**src/rtl/id_operand_stage.sv**
```systemverilog
// id_operand_stage: decode-stage operand resolution for the OpenMIPS pipeline.
// Operands come from a fixed-priority chain of forwarding sources, the register
// file or the immediate. A per-register countdown scoreboard tracks writers
// whose results are not yet forwardable and raises a load-use stall. The
// resolved operands are registered into an ID/EX slot with stall, bubble and
// flush handling.
module id_operand_stage #(
    parameter  int DATA_W = 32,
    parameter  int NREG   = 32,
    parameter  int NFWD   = 2,
    parameter  int LAT_W  = 2,
    localparam int AW     = $clog2(NREG)
) (
    input  logic                   clk,
    input  logic                   rst,
    input  logic                   issue_i,
    input  logic                   rd1_en_i,
    input  logic                   rd2_en_i,
    input  logic [AW-1:0]          rd1_addr_i,
    input  logic [AW-1:0]          rd2_addr_i,
    input  logic [DATA_W-1:0]      rf1_data_i,
    input  logic [DATA_W-1:0]      rf2_data_i,
    input  logic [DATA_W-1:0]      imm_i,
    input  logic                   issue_wen_i,
    input  logic [AW-1:0]          issue_waddr_i,
    input  logic [LAT_W-1:0]       issue_lat_i,
    input  logic [NFWD-1:0]        fwd_wen_i,
    input  logic [NFWD*AW-1:0]     fwd_addr_i,
    input  logic [NFWD*DATA_W-1:0] fwd_data_i,
    input  logic [NFWD-1:0]        fwd_valid_i,
    input  logic                   stall_i,
    input  logic                   flush_i,
    output logic                   stall_o,
    output logic                   valid_o,
    output logic [DATA_W-1:0]      opnd1_o,
    output logic [DATA_W-1:0]      opnd2_o
);

    typedef struct packed {
        logic [DATA_W-1:0] data;
        logic              hazard;
    } resolve_t;

    // Cycles remaining until each register's pending result becomes forwardable.
    logic [LAT_W-1:0] pend [NREG];

    resolve_t res1;
    resolve_t res2;
    logic     accept;

    // Walk the forwarding chain youngest-first; the first address match decides
    // the operand even if its data is not final yet, since any older match
    // would be stale. Only with no match does the scoreboard get a say.
    function automatic resolve_t resolve(
        input logic                   en,
        input logic [AW-1:0]          addr,
        input logic [DATA_W-1:0]      rf_data,
        input logic                   busy,
        input logic [DATA_W-1:0]      imm,
        input logic [NFWD-1:0]        fwen,
        input logic [NFWD*AW-1:0]     faddr,
        input logic [NFWD*DATA_W-1:0] fdata,
        input logic [NFWD-1:0]        fvalid
    );
        resolve_t r;
        logic     hit;
        // NOTE: function locals are plain temporaries, so blocking assignments
        // are correct here; the ordering of the loop depends on it.
        r.data   = rf_data;
        r.hazard = 1'b0;
        hit      = 1'b0;
        if (!en) begin
            r.data = imm;
        end else if (addr == '0) begin
            r.data = '0;
        end else begin
            for (int k = 0; k < NFWD; k++) begin
                if (!hit && fwen[k] && faddr[k*AW +: AW] == addr) begin
                    hit = 1'b1;
                    if (fvalid[k]) r.data   = fdata[k*DATA_W +: DATA_W];
                    else           r.hazard = 1'b1;
                end
            end
            if (!hit && busy) r.hazard = 1'b1;
        end
        return r;
    endfunction

    // Resolve both operands and derive the hazard stall and the accept strobe.
    always_comb begin
        res1 = resolve(rd1_en_i, rd1_addr_i, rf1_data_i, pend[rd1_addr_i] != '0,
                       imm_i, fwd_wen_i, fwd_addr_i, fwd_data_i, fwd_valid_i);
        res2 = resolve(rd2_en_i, rd2_addr_i, rf2_data_i, pend[rd2_addr_i] != '0,
                       imm_i, fwd_wen_i, fwd_addr_i, fwd_data_i, fwd_valid_i);
        stall_o = issue_i & ~rst & (res1.hazard | res2.hazard);
        accept  = issue_i & ~stall_o & ~stall_i & ~flush_i;
    end

    // Scoreboard: count down live entries on every un-frozen cycle and arm the
    // destination of a newly accepted long-latency writer.
    always_ff @(posedge clk) begin
        if (rst) begin
            // NOTE: the scoreboard is a small flop array, not a RAM, so it can
            // and must be cleared on reset; stale entries would cause phantom
            // stalls after reset.
            for (int i = 0; i < NREG; i++) pend[i] <= '0;
        end else if (!stall_i) begin
            for (int i = 0; i < NREG; i++) begin
                if (pend[i] != '0) pend[i] <= pend[i] - LAT_W'(1);
            end
            // Last assignment wins, so a new writer overrides the decrement.
            if (accept && issue_wen_i && issue_waddr_i != '0 && issue_lat_i != '0)
                pend[issue_waddr_i] <= issue_lat_i;
        end
    end

    // ID/EX slot: reset/flush clears, downstream freeze holds, hazard bubbles.
    always_ff @(posedge clk) begin
        if (rst || flush_i) begin
            valid_o <= 1'b0;
            opnd1_o <= '0;
            opnd2_o <= '0;
        end else if (stall_i) begin
            valid_o <= valid_o;
            opnd1_o <= opnd1_o;
            opnd2_o <= opnd2_o;
        end else if (stall_o) begin
            valid_o <= 1'b0;
            opnd1_o <= '0;
            opnd2_o <= '0;
        end else begin
            valid_o <= issue_i;
            opnd1_o <= res1.data;
            opnd2_o <= res2.data;
        end
    end

endmodule

```
**config.mk**
```make
export PLATFORM = sky130hd
export DESIGN_NAME = id_operand_stage
export DESIGN_NICKNAME = d
export VERILOG_FILES = /design/src/rtl/id_operand_stage.sv
export SDC_FILE = /design/constraint.sdc
export NUM_CORES = 1
export LEC_CHECK = 0
export CORE_MARGIN = 8
export CORE_UTILIZATION = 50
export DETAILED_ROUTE_END_ITERATION = 12
export PLACE_DENSITY_LB_ADDON = 0.3
export SETUP_SLACK_MARGIN = 0.4
export SYNTH_ARGS = -nofsm -noshare
export SYNTH_HDL_FRONTEND = slang
export SYNTH_SLANG_ARGS = --single-unit
export TNS_END_PERCENT = 5
```
**constraint.sdc**
```tcl
create_clock -name clk -period 7.7 [get_ports clk]
set_clock_uncertainty 0.1 [all_clocks]
set_input_delay 1.155 -clock clk [delete_from_list [all_inputs] [get_ports clk]]
set_output_delay 1.155 -clock clk [all_outputs]
set_load 0.1 [all_outputs]
```
# --- Word-level counts from Yosys, hierarchy flattened ---
# Memory sizes are Yosys's and may differ from the RTL's.
# Index checks and enable logic that the tools add are counted.
totals:
  reg_bits: 65
  mem_bits_rw: 64
  input_bits: 199
  elab_cells: 338
  n_memories: 1
memory_table:
  columns: ["name", "words", "word_bits", "read_ports", "rd_ports_with_merged_regs", "wr", "line_no", "text"]
  rows:
  - ["pend", 32, 2, 34, 0, 33, "45", "logic [LAT_W-1:0] pend [NREG];"]
op_classes:
  add_sub_neg: 32
  n_eq_ne: 4
  muxes: 202
  bitwise_logic: 42
  n_reduce_logical: 54
ops:
  columns: ["op", "count"]
  rows:
  - ["32-bit two-way mux", 10]
  - ["1-bit two-way mux", 156]
  - ["33-bit two-way mux", 4]
  - ["2-bit nonzero test", 35]
  - ["2-bit two-way mux", 32]
  - ["2-bit by 1-bit subtractor with 2-bit output (second input constant)", 32]
  - ["1-bit bitwise OR", 33]
  - ["5-bit == test", 4]
  - ["1-bit logical AND", 11]
  - ["5-bit zero test", 2]
  - ["1-bit bitwise AND", 5]
  - ["5-bit nonzero test", 1]
  - ["1-bit zero test", 4]
  - ["1-bit inverter", 4]
  - ["1-bit logical OR", 1]

# --- Depth between registers and ports, before layout ---
depth:
  word_depth: 29
  ltp_mapped: 10

# --- Least setup slack after synthesis ---
# OpenSTA, ideal clock, no wires.
synth_path:
  path_kind: "input to output"
  start: "input rd2_addr_i[3]"
  end: "output stall_o"
  arrival_ps: 3463
  slack_ps: 2982
  cell_stages: 9
  n_path_buf: 3
  path_cell_list: "buf_2 -> or4_4 -> o21ai_4 -> nor2_1 -> a32oi_1 -> and3_1 -> buf_6 -> buf_12 -> nand3_1"
synth_between:
  elab_chain_len: 18
synth_rtl:
  columns: ["element", "line_no", "text"]
  rows:
  - ["start, declared", "20", "input logic [AW-1:0] rd2_addr_i,"]
  - ["5-bit == test", "78", "if (!hit && fwen[k] && faddr[k*AW +: AW] == addr) begin"]
  - ["1-bit logical AND", "78", null]
  - ["1-bit two-way mux", "78", null]
  - ["1-bit two-way mux", "74", "end else if (addr == '0) begin"]
  - ["1-bit two-way mux", "72", "if (!en) begin"]
  - ["1-bit zero test", "78", null]
  - ["1-bit logical AND (2 in series)", "78", null]
  - ["1-bit two-way mux", "78", null]
  - ["1-bit two-way mux", "74", null]
  - ["1-bit two-way mux", "72", null]
  - ["1-bit zero test", "84", "if (!hit && busy) r.hazard = 1'b1;"]
  - ["1-bit logical AND", "84", null]
  - ["1-bit two-way mux", "84", null]
  - ["1-bit two-way mux (*)", "74", null]
  - ["1-bit two-way mux (*)", "72", null]
  - ["1-bit bitwise OR (*)", "95", "stall_o = issue_i & ~rst & (res1.hazard | res2.hazard);"]
  - ["1-bit bitwise AND (*)", "95", null]
  - ["end, declared", "33", "output logic stall_o,"]
# Mark *: on every way between the ends. The rest lies on a longest branch, timed or not. The select of a mux whose other input is x is not followed.

# --- Final worst setup path ---
layout_path:
  start: "input rd1_addr_i[1]"
  end: "output stall_o"
layout_between:
  elab_chain_len: 18
layout_rtl:
  columns: ["element", "line_no", "text"]
  rows:
  - ["start, declared", "19", "input logic [AW-1:0] rd1_addr_i,"]
  - ["5-bit == test", "78", null]
  - ["1-bit logical AND", "78", null]
  - ["1-bit two-way mux", "78", null]
  - ["1-bit two-way mux", "74", null]
  - ["1-bit two-way mux", "72", null]
  - ["1-bit zero test", "78", null]
  - ["1-bit logical AND (2 in series)", "78", null]
  - ["1-bit two-way mux", "78", null]
  - ["1-bit two-way mux", "74", null]
  - ["1-bit two-way mux", "72", null]
  - ["1-bit zero test", "84", null]
  - ["1-bit logical AND", "84", null]
  - ["1-bit two-way mux", "84", null]
  - ["1-bit two-way mux (*)", "74", null]
  - ["1-bit two-way mux (*)", "72", null]
  - ["1-bit bitwise OR (*)", "95", null]
  - ["1-bit bitwise AND (*)", "95", null]
# Marked as above.

==> flow_summary.ini <==
[run_status]
status = finished, final reports clean

[clock_network]
clk_latency_ns = 0.43
post_cts_resized = 0
clock_path_buffers = 2
postCtsSetupRepairBufs = 0
cts_tree = done
clkTransAtPathRegs_ns = 0.06
cts_hold_buf = 0
cts_buffers = 17
clockRootBuffer = clkbuf_16
cts.sinks = 129
cts_htree_levels = 4

[setup_path]
cp_slowest_cell = clkdlybuf4s50_1
end_kind = output pin
start_kind = input pin
arrival_ns = 4.43
path_class = in -> out
cp.required_ns = 6.44
crit_chain = clkdlybuf4s50_1 > nor2_1 > a21oi_2 > buf_4 > o2111ai_1 > a2111oi_0 > nand4_4 > nand3_1 > buf_12
critPathMaxFanout = 34
crit_path_max_incr_delay_ns = 1.00

[global_route]
grt_overflow = 0
grt_max_degree = 76
grt_antenna_before_repair = 8
grt.total_usage_pct = 28.5
grt_pass1_vias = 9834
grt_pass1_wl_um = 58100

[sta]
maxSlewViolCount = 0
period_share_pct = 73.8
rsz0062_at_grt = no
max_freq_mhz = 176
finalHoldViolations = 0
finalSetupTns_ns = 0
setup_viol = 0
tightest_slew_ns = 1.17
slew_headroom_pct = 21.8
fin_crit_ns = 5.68

[final_layout]
synthToLayoutAreaGrowth_pct = 31.7
fin_area_sq_mm = 0.0138
drive_above_1_share_pct = 13.6
final_cell_mix = clkdlybuf4s50_1 (262), nor2_1 (178), nand2_1 (136), inv_1 (99), nor3_1 (76)
final_common_cell = clkdlybuf4s50_1
fin_nets = 1651

[route]
ant_nets = 0
vias = 10200
first_iter_violations = 936
route.detailed.wl_per_inst_um = 22.2
drc = 0
vias_per_cell = 5.96
wirelength_um = 38100
dr.pass1.iters = 5

[floorplan]
die_h_um = 161
die-area_sq_mm = 0.0259
initial_core_util_pct = 50.5
die_w_um = 161
core_sq_mm = 0.0208
fp-row-count = 53
ios = 265

[synth]
ys.flop_type = dfxtp_1
async_flop_share_pct = 0
yosysWarningCount = 0
synth_area_sq_mm = 0.0105
yosysTopAreaCell = edfxtp_1
syn_inst = 1217
avgSynthCellArea_sq_um = 8.64
synth-seq-cells = 129
syn_nets = 1448
synth.distinct_cells = 60
synth_edf_count = 64
yosys-top-cells-area = edfxtp_1 (18%), dfxtp_1 (12%), mux2_4 (8.3%)
synth_top_area_share_pct = 18.3
yosysSeqAreaShare_pct = 30.7

[placed_design]
place_area_sq_mm = 0.0132
hpwl_um = 27600
gp_congestion = 0.954
port_buffers = 264

[pwr]
seqPwrFrac_pct = 35.8
combPwrFrac_pct = 26.7
p_clk_share_pct = 37.5
leakagePower_nw = 5.34
ir_worst_vdd_v = 0.000163
power.density_mw_per_mm2 = 167
p_sw_w = 0.000714
intPower_w = 0.00160
switching_share_pct = 30.8

[flow_run]
max-cap-violations = 0

[hold_path]
hold_class = reg -> reg
[cell type report]
class,count,area [sq um]
diodes,6,15.0
clock buffers,23,522
repair buffers,284,2800
inverters,101,379
clock inverters,9,114
flip-flops and latches,129,3220
well taps,275,344
multi-input cells,887,6450
fillers,1752,6980
[routing by layer]
layer	vias up	routed length, um	share of wire [%]	global-route usage, %
met2	542	18800	49	47.3
met1	4863	15000	39	35.4
li1	4737	-	-	-
met3	68	3010	7.9	6.08
met4	6	1200	3.2	11.4
met5	-	56	0.15	0
[state kept, by name, summed over array words and instances, names as in the netlist]
| name | count |
|---|---|
| pend | 64 |
| opnd1_o | 32 |
| opnd2_o | 32 |
| valid_o | 1 |
[worst max-delay path: cells and delay by family]
| family | cells | cell delay, ns |
|---|---|---|
| AOI/OAI and AO/OA | 3 | 1.07 |
| buffers and inverters | 3 | 1.62 |
| and+or+nand+nor | 3 | 0.58 |
[cell families after synthesis]
logic type / share of synthesized area [%]
XOR/XNOR: 1.67
AO/OA/AOI/OAI: 13.9
adder cells (fa/ha/maj): 3.81
flip-flops: 30.7
AND/OR/NAND/NOR: 26.0
multiplexers: 15.6
buffers and inverters: 8.36
[power groups by stage]
stage / clock network (W) / logic (W) / registers (W)
finish: 0.000869 / 0.000618 / 0.000829
global placement: 0 / 0.000594 / 0.000839
floorplan: 0 / 0.000304 / 0.000914
CTS: 0.000881 / 0.000615 / 0.000827
detailed placement: 0 / 0.000610 / 0.000842
global route: 0.000914 / 0.000663 / 0.000835
[metrics by stage]
step	total power, W	util, %	hold WS (ns)	worst slack (ns)	std cells
finish	0.00232	66.5	0.347	2.02	1714
global route	0.00241	66.5	0.366	1.81	1713
CTS	0.00232	66.4	0.348	2.02	1708
detailed placement	0.00145	63.4	0.340	1.95	1676
global placement	0.00143	63.4	0.332	2.08	1676
floorplan	0.00122	-	0.489	2.98	1217
[final timing paths]
path	slack, ns	depth (start not counted)	start	to
max	2.02	9	rd1_addr_i[1]	stall_o
min	0.35	2	opnd2_o[4]	opnd2_o[4]
min reg2reg	0.35	2	opnd2_o[4]	opnd2_o[4]
max reg2reg	3.85	8	pend[28][0]	opnd2_o[18]
[Yosys cell counts (15+ instances only)]
cell type	instances
o21ai_0	55
nand2_1	136
mux2_2	36
a22oi_1	32
edfxtp_1	64
ha_1	32
nand4_4	30
mux2_4	58
nor2_1	178
o32a_1	32
clkbuf_1	57
o21a_1	32
buf_2	21
o21ai_1	15
inv_1	99
dfxtp_1	65
nor3_1	77
mux2i_1	32
nor4_1	26
Power figures use the tool's default switching activity.
==> variant: new RTL, same settings <==
Set the parameter `LAT_W` to 4 (it was 2).
--- a/src/rtl/id_operand_stage.sv
+++ b/src/rtl/id_operand_stage.sv
@@ -9,5 +9,5 @@
     parameter  int NREG   = 32,
     parameter  int NFWD   = 2,
-    parameter  int LAT_W  = 2,
+    parameter  int LAT_W  = 4,
     localparam int AW     = $clog2(NREG)
 ) (
Interface: changed (resized issue_lat_i); port bits go from 265 to 267. No check against the original RTL was run, so the function may have changed too.
==> variant against the unedited design <==
- maximum frequency increased by 10%
- worst setup slack improved by 0.54 ns
- critical path type unchanged
- area after synthesis increased by 28%
- cell count increased by 20%
- highest routed layer unchanged
- critical endpoint unchanged
- sequential share of layout area increased by 7.2 points
- power increased by 39%
- routed wire length increased by 18%
- sequential cell count increased by 64
- final area increased by 22%
- clock power increased by 1%
- worst hold slack improved by 0.0050 ns
==> variant: results (changes against the unedited design) <==
GRT Total Usage 26.8% (-1.7 points); Fin. Hold Viols 0 (unchanged); peak supply drop 0.137 mV (-16%); post-synthesis sequential area ratio 38.3% (+7.6 points); Placed Instance Area 16,300 um2 (+24%); Synth cell types 58 (-3.3%); share of cells above drive strength 1 11.8% (-1.8 points); first-pass GRT wire length 69,200 um (+19%); Nets 1,950 (+18%); Reg2Reg Setup Slack 3.64 ns (-0.21 ns); Hold WC Path Type flop to flop; top post-synthesis cells by count nor2_1 (238), nand2_1 (134), edfxtp_1 (128); initial antenna violation count 10 (+2); routability cong. 0.939 (-1.6%); Synth async-reset ratio 0% (unchanged); Syn. warnings 0 (unchanged); worst relative slew slack 17.0% (-4.8 points); Detailed Route WL 45,000 um (+18%); CTS Buffer Depth 2 (unchanged); Fill cells 2,184 (+25%); Critical Path AT 3.89 ns (-0.54 ns); slowest cell on the critical path clkdlybuf4s50_1; number of global-route vias before repair 12,100 (+23%); largest net degree at the start of global routing 79 (+3.9%); DP HPWL 32,700 um (+19%); Net Count, Synth 1,738 (+20%); CP delay by family, top buffers and inverters; DP Worst Slack 2.53 ns (+0.576 ns); met3 WL 3630 um (+21%); min-delay src opnd2_o[31]; H-Tree Depth 4 (unchanged); status completed; postcts setup bufs 0 (unchanged); top layer in use met5; critical path's largest stage delay 1.03 ns (+0.03 ns); clock-pin slew on the worst setup and hold paths approximately 0.070 ns; end of the worst register-to-register path pend[24][3]; wl on met1 17,700 um (+18%); top flop regs pend x128, opnd1_o x32, opnd2_o x32; reg2reg start pend[5][0]; routed vias/inst 6.05 (+1.5%); # port buffers 266 (+0.76%); P_leak 0.00672 uW (+26%); 1st-iter DRT viols 1,168 (+25%); wire length on met2 21,900 um (+16%); Detailed Routing Iterations Pass 1 6 (+1); CTS resizes 0 (unchanged); worst hold stages 2 (unchanged); Hold Path Sink opnd2_o[31]; worst-skew pair later-pin latency 0.45 ns (+0.02 ns); Area contributors post-synth edfxtp_1 (29%), dfxtp_1 (9.7%), mux2_2 (8.7%); Crit Path Max Fanout 18 (-47%); Num CTS Buffers 17 (unchanged); EDFF count, synth 128 (+100%); root cell of the clock tree clkbuf_16
## variant: cell types whose count changed in the layout (fill, tap and decap cells not counted), sizes merged, moves of 32 or more
cell    before  now
a21oi        9  121
o32a        32    0
xnor2        8   41
nor2       178  238
edfxtp      64  128
a211oi       6   67
mux2i       32   64
nor3        77   22
o21a        32    0
## variant: worst max-delay path by stage
stage	from	end	slack [ns]
floorplan	rd2_addr_i[0]	stall_o	2.81
global placement	rd1_addr_i[2]	pend[23][0]	2.60
detailed placement	rd1_addr_i[0]	pend[24][2]	2.53
CTS	rd2_addr_i[0]	stall_o	2.61
global route	rd1_addr_i[0]	stall_o	2.34
finish	rd2_addr_i[0]	stall_o	2.56
## variant: layer usage
metal | global-route usage (%) | vias up
met3 | 4.98 | 115
met2 | 45.9 | 607
met4 | 12.4 | 2
met5 | 0 | -
li1 | - | 5840
met1 | 32.2 | 5924
## variant: where the power goes
| part | total (uW) | internal, uW | switching (uW) |
|---|---|---|---|
| Sequential | 1400 | 1270 | 126 |
| Combinational | 936 | 410 | 526 |
| Clock | 878 | 446 | 432 |
## variant: logic make-up after synthesis
kind of cell | Yosys count | share of synthesized area, %
mux | 194 | 16.3
xor+xnor | 53 | 3.46
buf+inv | 170 | 4.96
compound gates | 323 | 14.6
simple gates | 512 | 18.1
fa+ha+maj | 46 | 4.29
flops | 193 | 38.3
## variant: cell type report
type	instances	area (um2)	share of cell area, %
multi-input combinational	1128	7640	45.2
clock buffer	19	454	2.69
tap	341	427	2.52
clock inverter	13	110	0.651
inverter	74	278	1.64
sequential	193	5140	30.4
timing repair buffer	289	2830	16.7
antenna	8	20.0	0.118
## variant: through the flow
step                power [uW]  std cells  hold WS [ns]
CTS                       3210       2057         0.359
global placement          2300       2025         0.335
finish                    3210       2065         0.352
floorplan                 2010       1491         0.459
global route              3360       2065         0.377
detailed placement        2340       2025         0.342
## variant: worst reg2reg max path, delay by kind of cell, from the launching register on
family / cells / cell delay [ns]
AOI/OAI and AO/OA: 2 / 0.36
buffers and inverters: 1 / 0.53
DFF: 1 / 0.43
muxes: 3 / 1.20
and+or+nand+nor: 3 / 1.18
